**src/rtl/seq_det_param.sv**
```systemverilog
`default_nettype none
// ============================================================================
// Module   : seq_det_param
// Purpose  : Runtime-programmable serial bit-sequence detector. The last
//            PAT_LEN accepted bits of inp are compared with a pattern
//            register. The block provides a same-cycle (Mealy) detect, a
//            registered copy of it, and a saturating detection counter.
//            Overlapping and non-overlapping match modes are supported.
// Revision : 1.0 - initial release
// ============================================================================
module seq_det_param #(
   parameter int                 PAT_LEN = 3,
   parameter logic [PAT_LEN-1:0] PAT_RST = PAT_LEN'(1),
   parameter bit                 OVERLAP = 1'b1,
   parameter int                 CNT_W   = 8
) (
   input  logic               clk,
   input  logic               rst,
   input  logic               inp,
   input  logic               en,
   input  logic               pat_ld,
   input  logic [PAT_LEN-1:0] pat_in,
   input  logic               cnt_clr,
   output logic               det,
   output logic               det_q,
   output logic [CNT_W-1:0]   det_cnt,
   output logic [PAT_LEN-1:0] pattern
);

   // fill counts valid history bits and saturates at PAT_LEN-1
   localparam int                FILL_W   = $clog2(PAT_LEN);
   localparam logic [FILL_W-1:0] FILL_MAX = FILL_W'(PAT_LEN - 1);

   logic [PAT_LEN-1:0] pat_q,  pat_d;
   logic [PAT_LEN-2:0] hist_q, hist_d;
   logic [FILL_W-1:0]  fill_q, fill_d;
   logic [CNT_W-1:0]   cnt_q,  cnt_d;
   logic [PAT_LEN-1:0] window;
   logic               match;

   // The newest bit joins the history on the right; the window is compared
   // as a whole so the PAT_LEN=2 case needs no special handling.
   assign window = {hist_q, inp};

   // A load cycle never matches, and the history must be fully populated.
   assign match = en & ~pat_ld & (fill_q == FILL_MAX) & (window == pat_q);

   // rst is kept off the flop data paths; the flops are held in reset anyway,
   // so gating is only needed on the combinational output.
   assign det     = match & rst;
   assign det_cnt = cnt_q;
   assign pattern = pat_q;

   // Next-state: pattern load takes priority over sampling; a non-overlap
   // match flushes the history by restarting the fill count.
   always_comb begin
      pat_d  = pat_q;
      hist_d = hist_q;
      fill_d = fill_q;
      if (pat_ld) begin
         pat_d  = pat_in;
         fill_d = '0;
      end else if (en) begin
         hist_d = window[PAT_LEN-2:0];
         if (match && !OVERLAP) begin
            fill_d = '0;
         end else if (fill_q != FILL_MAX) begin
            fill_d = fill_q + FILL_W'(1);
         end
      end
   end

   // Detection counter: clear beats a coincident match; no wrap at full scale.
   always_comb begin
      cnt_d = cnt_q;
      if (cnt_clr) begin
         cnt_d = '0;
      end else if (match && (cnt_q != {CNT_W{1'b1}})) begin
         cnt_d = cnt_q + CNT_W'(1);
      end
   end

   // State, pattern, counter and registered detect with asynchronous reset.
   always_ff @(posedge clk or negedge rst) begin
      if (!rst) begin
         pat_q  <= PAT_RST;
         hist_q <= '0;
         fill_q <= '0;
         cnt_q  <= '0;
         det_q  <= 1'b0;
      end else begin
         pat_q  <= pat_d;
         hist_q <= hist_d;
         fill_q <= fill_d;
         cnt_q  <= cnt_d;
         det_q  <= match;
      end
   end

endmodule
`default_nettype wire

```
**config.mk**
```make
export PLATFORM = sky130hd
export DESIGN_NAME = seq_det_param
export DESIGN_NICKNAME = d
export VERILOG_FILES = /design/src/rtl/seq_det_param.sv
export SDC_FILE = /design/constraint.sdc
export NUM_CORES = 1
export LEC_CHECK = 0
export BUFFER_PORTS_ARGS = -buffer_cell sky130_fd_sc_hd__buf_2
export CAP_MARGIN = 20
export CORE_MARGIN = 4
export CORE_UTILIZATION = 54
export DETAILED_ROUTE_END_ITERATION = 10
export PLACE_DENSITY = 0.84
export RECOVER_POWER = 50
export REMOVE_ABC_BUFFERS = 1
export SYNTH_ARGS = -nofsm -noshare
export SYNTH_HDL_FRONTEND = slang
export SYNTH_SLANG_ARGS = --single-unit
```
**constraint.sdc**
```tcl
create_clock -name clk -period 2.89 [get_ports clk]
set_clock_uncertainty 0.2 [all_clocks]
set_input_delay 0.1445 -clock clk [delete_from_list [all_inputs] [get_ports clk]]
set_output_delay 0.1445 -clock clk [all_outputs]
set_load 0.02 [all_outputs]
```
# Word level (Yosys, flattened, before mapping)
# Index checks and enable logic that the tools add are counted.
[op_classes]
bitwise = 5
n_eq_ne = 4
add_sub_neg = 2
reduce_logical = 6
n_mux = 5
[ops]
columns = ["op", "count"]
rows = [
  ["8-bit 2-to-1 mux", 2],
  ["8-bit by 1-bit adder with 8-bit output, second input constant", 1],
  ["8-bit != test, second input constant", 1],
  ["2-bit 2-to-1 mux", 3],
  ["2-bit nonzero test", 3],
  ["1-bit bitwise AND", 4],
  ["2-bit AND reduction", 2],
  ["3-bit equality test", 1],
  ["2-bit by 1-bit adder with 2-bit output, second input constant", 1],
  ["2-bit equality test, second input constant", 1],
  ["2-bit != test, second input constant", 1],
  ["1-bit logical AND", 1],
  ["1-bit NOT", 1],
]
[word_totals]
inputBits = 9
register_bits = 16
word_cells = 27
out_inout_bits = 13

# Longest topological paths before layout
# Gate-level depths: netlist of run 1.
[depth]
word_depth = 7
mapped_depth = 8
mapped_depth_nobuf = 7

# Least setup slack after synthesis of run 1
# No wires, ideal clock.
[synth_timing]
path_kind = "register -> register"
startpoint = "register cnt_q[0], in the netlist det_cnt[0]"
endpoint = "register cnt_q[5], in the netlist det_cnt[5]"
required_ns = 2.562
synth_period_minus_slack_ns = 1.812
t_arrival_ns = 1.484
slack_ns = 1.078
path_stages_with_launch = 6
cell_sequence = "dfrtp_1 -> ha_1 -> nand3_1 -> o21ai_1 -> nor3_1 -> mux2_1"
[synth_via]
elab_chain_len = 3
[synth_rtl]
columns = ["element", "line_no", "rtl"]
rows = [
  ["start, declared", "37", "logic [CNT_W-1:0] cnt_q, cnt_d;"],
  ["start signal, assigned", "95", "cnt_q <= cnt_d;"],
  ["8-bit by 1-bit adder with 8-bit output or 8-bit != test (tied branches)", "79, 78", ""],
  ["8-bit 2-to-1 mux or 1-bit logical AND (tied branches)", "78", "end else if (match && (cnt_q != {CNT_W{1'b1}})) begin"],
  ["8-bit 2-to-1 mux or 2-bit nonzero test (tied branches)", "n/a", ""],
]
# Parallel ways exist; a longest one is shown, timed or not. The select of a mux whose other input is x is not followed.
# A chain may end at the register's enable or synchronous reset.

# Worst setup path after layout of run 1
[layout_timing]
startpoint = "input pat_ld"
endpoint = "output det"
[layout_via]
elab_chain_len = 5
[layout_rtl]
columns = ["element", "line_no", "rtl"]
rows = [
  ["start, declared", "21", "input logic pat_ld,"],
  ["1-bit NOT (no line)", "n/a", ""],
  ["1-bit bitwise AND (3 in a row)", "46", "assign match = en & ~pat_ld & (fill_q == FILL_MAX) & (window == pat_q);"],
  ["net match", "39", "logic match;"],
  ["1-bit bitwise AND", "50", "assign det = match & rst;"],
  ["end, declared", "24", "output logic det,"],
]
# The timed path passes the listed nets, and every way through them passes these cells.

==> summary.md, run 1 <==
| Metric | Value |
|---|---|
| Status | `completed` |
| Clk network pwr share | `29.9%` |
| Drt total wl | `1665 um` |
| P_sw | `127.1 uW` |
| Footprint of the multi-input gates | `444.2 um^2` |
| Gr ovfl total | `0` |
| PortBufs | `21` |
| Post-CTS sizing | `0` |
| I/O pins | `22` |
| Sequential Area | `401.6 um^2` |
| Critical path's top delay family | `buffers and inverters` |
| DRC viols | `0` |
| Avg Synthesized Cell Area | `11.28 um^2` |
| Sw frac | `25.65%` |
| Crit-path cells | `dlygate4sd3_1, clkbuf_1, and3b_2, nand4_4, inv_2, and2_1, buf_2` |
| Crit path buffers/inverters | `4` |
| Power per cell area | `452.0 mW/mm^2` |
| Warnings, synthesis | `0` |
| Gate Count Post-Synth | `77` |
| Simple-gate share of the synthesized area | `20.89%` |
| Area contributors post-synth | `dfrtp_1 43%, mux2_2 6.5%, xnor2_4 6.3%, nand2b_1 3.6%, a21oi_1 3.5%` |
| Top-area cell type share of the netlist area | `43.23%` |
| Min-delay src | `en` |
| Actual slew at the worst max-slew pin | `0.8649 ns` |
| DP Wirelength | `1145 um` |
| Max Fclk | `477.2 MHz` |
| Crit Path Max Fanout | `13` |
| Synth Area in Compound Gates | `9.222%` |
| CTS tree | `yes` |
| Filler cell count | `111` |
| Slew Viols, Final | `0` |
| DR iter-0 viols | `13` |
| Routed WL per cell | `13.32 um` |
| Cell Area, Synth | `868.3 um^2` |
| Drt pass-1 iters | `3` |
| Netlist cell types | `33` |
| Post-synth ARST share | `100.0%` |
| Mux cell area share after synthesis | `8.934%` |
| Synth top cells by count | `15 x dfrtp_1, 7 x nor2_1, 6 x a21oi_1` |
| Flop pwr share | `51.5%` |
| Post-layout min period | `2.096 ns` |
| Crit path capture type | `primary output` |
| Die Area | `0.002314 mm^2` |
| Worst EP required | `2.55 ns` |
| Start point of the critical path | `pat_ld` |
| # setup viols final | `0` |
| Core footprint | `0.001506 mm^2` |
| Chip height | `48.10 um` |
| Ant diodes | `0` |
| Unrepaired setup endpoints after global routing | `no` |
| Area leader, netlist | `dfrtp_1` |
| Fin. Hold Viols | `0` |
| Cts bufs inserted | `3` |
| Clock sink count | `16` |
| Leak | `0.4882 nW` |
| Slowest-stage cell, CP | `dlygate4sd3_1` |
| Peak supply drop | `321.0 uV` |
| H-tree levels | `1` |
| GP Congestion | `0.8022` |
| ANT nets after route | `0` |
| Critical Path AT | `1.75 ns` |
| Antenna violations before repair | `0` |
| Cell count after placement | `112` |
| Synth Area in XOR/XNOR | `9.222%` |
| Non-filler cells, final | `125` |
| Post-synthesis sequential area ratio | `46.25%` |
| Final worst-path cycle share | `72.51%` |
| Min-delay worst type | `input port to register` |
| Largest net degree at the start of global routing | `18` |
| EDFF count, synth | `0` |
| Post-CTS Setup Bufs | `0` |
| Vias/cell | `5.584` |
| Vias in the first global route | `637` |
| First-pass GRT wire length | `2766 um` |
| Num rows | `14` |
| Prevailing post-synth register cell | `dfrtp_1` |
| Combinational Power Share | `18.6%` |
| Synth Area in Adders | `2.882%` |
| CP max stage delay | `0.54 ns` |
| Reg-to-reg critical path startpoint | `fill_q[0]$_DFFE_PN0P_` |
| Slew Limit Headroom | `42.34%` |
| Clock-pin transition on the worst setup and hold timing paths | `0.10 ns` |
| Area delta synth->final | `26.22%` |
| GRT Util Overall | `17.44%` |
| Clk Latency, worst-skew pair | `0.29 ns` |
| Root buf cell | `clkbuf_4` |
| Setup CP Type | `input port to primary output` |
| Layout cells sized above 1 | `27.52%` |
| Die width | `48.10 um` |
| Vias | `698` |
| P_int | `368.4 uW` |
| CP startpoint kind | `input port` |
| Total Nets Final | `121` |
| Most numerous cell in the Yosys netlist | `dfrtp_1` |
| Cts hold-fix bufs | `9` |
| Initial core utilization | `57.64%` |
| #FFs+latches synth | `16` |
| Max clock buf depth | `2` |
| Max-cap check violation count | `0` |
| Post-route setup TNS | `0 ns` |
| Main combinational cell family by area after synthesis | `simple AND/OR/NAND/NOR gates` |
-- placed cells by master (no fill, tap or decap) --
cell,n
dfrtp_1,15
buf_2,14
dlygate4sd3_1,9
nor2_1,7
clkbuf_1,7
a21oi_1,6
mux2_2,5
nand2b_1,5
or3_1,3
o21ai_0,3
clkbuf_4,3
xnor2_4,2
and3_1,2
nand3_1,2
o31ai_1,2
nor4_1,2
nand2_1,2
ha_1,2
inv_1,1
xnor2_2,1
and3b_2,1
nand4_4,1
inv_2,1
and2_1,1
nand4_1,1
mux2i_1,1
o21bai_1,1
xnor2_1,1
a211oi_1,1
nor2b_1,1
o21ai_1,1
nor3_1,1
mux2_1,1
or4_1,1
clkbuf_8,1
dfstp_2,1
-- worst reg2reg max path, stage by stage (launching register included) --
cell     delay, ns
dfrtp_1       0.37
inv_1         0.08
ha_1          0.16
and3b_2       0.20
nand4_4       0.19
or4_1         0.55
a21oi_1       0.15
-- per-layer routing --
metal / vias to the layer above / global-route usage [%] / wire length [um]
met5: - / 0 / 0
met4: 0 / 6.452 / 21
met3: 4 / 3.321 / 68
met2: 13 / 29.55 / 812
met1: 334 / 22.04 / 764
li1: 347 / - / -
-- final timing paths --
path                       slack [ns]  depth (start not counted)                endpoint
max                              0.79                          7                     det
max in group asynchronous        1.68                          2  pattern[1]$_DFFE_PN0P_
min                              0.04                          3   hist_q[1]$_DFFE_PN0P_
max reg2reg                      0.94                          6  det_cnt[4]$_DFFE_PN0P_
min in group asynchronous        0.27                          2  det_cnt[5]$_DFFE_PN0P_
min reg2reg                      0.33                          2   fill_q[1]$_DFFE_PN0P_
-- through the flow --
stage / total power, mW / hold WS (ns) / worst slack (ns) / area [um^2] / util [%]
after floorplan: 0.3165 / -0.3511 / 1.036 / 853.3 / -
after global placement: 0.3387 / -0.1251 / 1.004 / 978.4 / 64.95
after detailed placement: 0.3406 / -0.1213 / 0.9310 / 978.4 / 64.95
after CTS: 0.4993 / 0.04836 / 0.8614 / 1105 / 73.34
after global routing: 0.5188 / 0.05460 / 0.6719 / 1096 / 72.76
final: 0.4955 / 0.04448 / 0.7944 / 1096 / 72.76
-- registers in the layout, summed over array words and instances, names as in the netlist --
register	cells
pattern	3
det_cnt	8
fill_q	2
hist_q	2
det_q	1
-- area by class of cell --
cell class	count	area share [%]
Multi-Input combinational cell	57	40.53
Sequential cell	16	36.64
Timing Repair Buffer	30	17.01
Inverter	2	0.6849
Tap cell	16	1.826
Clock buffer	4	3.311
-- cells by family (layout without fill, tap and decap cells) --
group / Yosys count / after routing
mux: 7 / 7
fa+ha+maj: 2 / 2
simple gates: 30 / 30
xor+xnor: 4 / 4
buf+inv: 4 / 36
flops: 16 / 16
compound gates: 14 / 14
-- power by group through the flow --
stage / Combinational, mW / Clock, mW / Sequential, mW
after floorplan: 0.0525 / 0 / 0.264
after global routing: 0.101 / 0.159 / 0.259
after global placement: 0.0796 / 0 / 0.259
after CTS: 0.0928 / 0.151 / 0.256
after detailed placement: 0.0806 / 0 / 0.260
final: 0.0920 / 0.148 / 0.255
(Power assumes the default switching activity.)
==> inputs of run 2 (changes only) <==
--- a/config.mk
+++ b/config.mk
@@ -8,9 +8,9 @@
 export BUFFER_PORTS_ARGS = -buffer_cell sky130_fd_sc_hd__buf_2
 export CAP_MARGIN = 20
 export CORE_MARGIN = 4
-export CORE_UTILIZATION = 54
+export CORE_UTILIZATION = 46
 export DETAILED_ROUTE_END_ITERATION = 10
-export PLACE_DENSITY = 0.84
+export PLACE_DENSITY = 0.76
 export RECOVER_POWER = 50
 export REMOVE_ABC_BUFFERS = 1
 export SYNTH_ARGS = -nofsm -noshare
==> constraint.sdc (replaced) <==
create_clock -name clk -period 1.76 [get_ports clk]
set_clock_uncertainty 0.2 [all_clocks]
set_input_delay 0.088 -clock clk [delete_from_list [all_inputs] [get_ports clk]]
set_output_delay 0.088 -clock clk [all_outputs]
set_load 0.02 [all_outputs]
==> summary.md, run 2 (synthesis gave the netlist of run 1 again) <==
| Metric | Value |
|---|---|
| Status | `complete, but fails checks` |
| Failing checks | `negative setup slack` |
| Clk Latency, worst-skew pair | `0.29 ns (about the same)` |
| Power per cell area | `636.4 mW/mm^2 (+41%)` |
| Initial core utilization | `49.22% (-8.4 points)` |
| Pwr Total | `805.8 uW (+63%)` |
| Drt pass-1 iters | `4 (+1)` |
| Antenna violations before repair | `0 (unchanged)` |
| Max-cap check violation count | `0 (unchanged)` |
| Sequential Area | `401.6 um^2 (unchanged)` |
| DP Worst Slack | `-0.1042 ns (-1.035 ns)` |
| Vias/cell | `5.209 (-6.7%)` |
| First-pass GRT wire length | `3408 um (+23%)` |
| Min-delay worst type | `input port to register` |
| Unrepaired setup endpoints after global routing | `yes` |
| Post-layout min period | `1.871 ns` |
| Highest-count cells in the layout ignoring fill and taps | `20 x buf_2, 15 x dfrtp_1, 11 x buf_4` |
| Core Util, Final | `71.77% (-0.98 points)` |
| Setup CP Type | `register to primary output` |
| Largest net degree at the start of global routing | `17 (-1)` |
| CP startpoint kind | `register` |
| Critical Path AT | `1.58 ns (-0.17 ns)` |
| Crit path capture type | `primary output` |
| PortBufs | `21 (unchanged)` |
| CTS tree | `yes` |
| Die Area | `0.002647 mm^2 (+14%)` |
| Slew Limit Headroom | `43.42% (+1.1 points)` |
| Crit Path Max Fanout | `5 (-8)` |
| Num rows | `15 (+1)` |
| Max clock buf depth | `2 (unchanged)` |
| Gr ovfl total | `0 (unchanged)` |
| Area delta synth->final | `45.82%` |
| Die width | `51.45 um (+7.0%)` |
| Actual slew at the worst max-slew pin | `0.8487 ns (-0.01618 ns)` |
| I/O pins | `22 (unchanged)` |
| Footprint of the multi-input gates | `488.0 um^2 (+9.9%)` |
| Ant diodes | `0 (unchanged)` |
| DR iter-0 viols | `7 (-6)` |
| Core footprint | `0.001764 mm^2 (+17%)` |
| Cts bufs inserted | `3 (unchanged)` |
| Peak supply drop | `488.7 uV (+52%)` |
| Clock sink count | `16 (unchanged)` |
| Vias in the first global route | `758 (+19%)` |
| Fin. Hold Viols | `0 (unchanged)` |
| Drt total wl | `2021 um (+21%)` |
| GRT Util Overall | `17.79% (+0.35 points)` |
| Leak | `0.5772 nW (+18%)` |
| Max Fclk | `534.5 MHz` |
| Filler cell count | `137 (+23%)` |
| Slew Viols, Final | `0 (unchanged)` |
| WHS | `0.02206 ns (-0.02242 ns)` |
| Worst EP required | `1.47 ns (-1.08 ns)` |
| Layout cells sized above 1 | `46.34% (+19 points)` |
| Clock-pin transition on the worst setup and hold timing paths | `0.10 ns (about the same)` |
| Max reg flops | `8 (unchanged)` |
| Total Nets Final | `135 (+12%)` |
| Setup WS post-layout | `-0.1111 ns (-0.9055 ns)` |
| Commonest non-fill, non-tap cell in the layout | `buf_2` |
| Routed WL per cell | `13.66 um (+2.5%)` |
| Final worst-path cycle share | `106.3%` |
| Chip height | `51.45 um (+7.0%)` |
| ANT nets after route | `0 (unchanged)` |
| DP Wirelength | `1388 um (+21%)` |
| H-tree levels | `1 (unchanged)` |
| Cell count after placement | `131 (+17%)` |
| Vias | `771 (+10%)` |
| Root buf cell | `clkbuf_4` |
| # setup viols final | `5 (+5)` |
| Non-filler cells, final | `148 (+18%)` |
| GP Congestion | `0.8038 (+0.20%)` |
| DRC viols | `0 (unchanged)` |
## run 2: metal layers
metal / vias up / GRT usage (%) / wire [um]
met2: 17 / 29.24 / 1004
met4: 0 / 8.734 / 76
met3: 9 / 4.373 / 66
met1: 377 / 21.51 / 873
met5: - / 0 / 0
li1: 368 / - / -
## run 2: what timing repair did
item	CTS	global route
buffers inserted	2	1
setup endpoints to repair	7	9
resized for setup	9	6
hold buffers	10	0
pin swaps	7	2
endpoints found under the hold margin	27	0
## run 2: power by group
part / internal [mW] / switching, mW
clock network: 0.0882 / 0.119
logic: 0.105 / 0.0730
registers: 0.391 / 0.0303
total: 0.584 / 0.222
## run 2: final cells by class
class	count	area share, %
Multi-Input combinational cell	57	38.54
Sequential cell	16	31.72
Timing Repair Buffer	44	24.41
Tap cell	25	2.470
Clock buffer	4	2.075
Inverter	2	0.7905
## run 2: per-stage QoR
stage	cell area, um^2	TNS [ns]
after floorplan	853.3	-0.1462
after global placement	1065	-0.08146
after detailed placement	1065	-0.3318
after CTS	1237	-0.2429
after global routing	1266	-0.8187
final	1266	-0.2907
## run 2: worst max-delay path, cell delays in order, from the launching register on
cell and delay [ns]:
dfrtp_1 0.38, inv_2 0.07, ha_4 0.12, and3b_2 0.20, nand4_4 0.10, buf_6 0.15, inv_4 0.04, and2_4 0.12
buf_6 0.10
## run 2: path summary, 6_finish.rpt
path	startpoint	endpoint	slack, ns	cells past startpoint
worst max-delay path	fill_q[0]$_DFFE_PN0P_	det	-0.11	8
worst min-delay path	en	hist_q[1]$_DFFE_PN0P_	0.02	3
worst max register to register	fill_q[0]$_DFFE_PN0P_	det_cnt[2]$_DFFE_PN0P_	-0.07	7
worst min register to register	det_cnt[6]$_DFFE_PN0P_	det_cnt[6]$_DFFE_PN0P_	0.33	1
max in group asynchronous	rst	fill_q[1]$_DFFE_PN0P_	0.51	3
min in group asynchronous	rst	det_cnt[0]$_DFFE_PN0P_	0.32	3
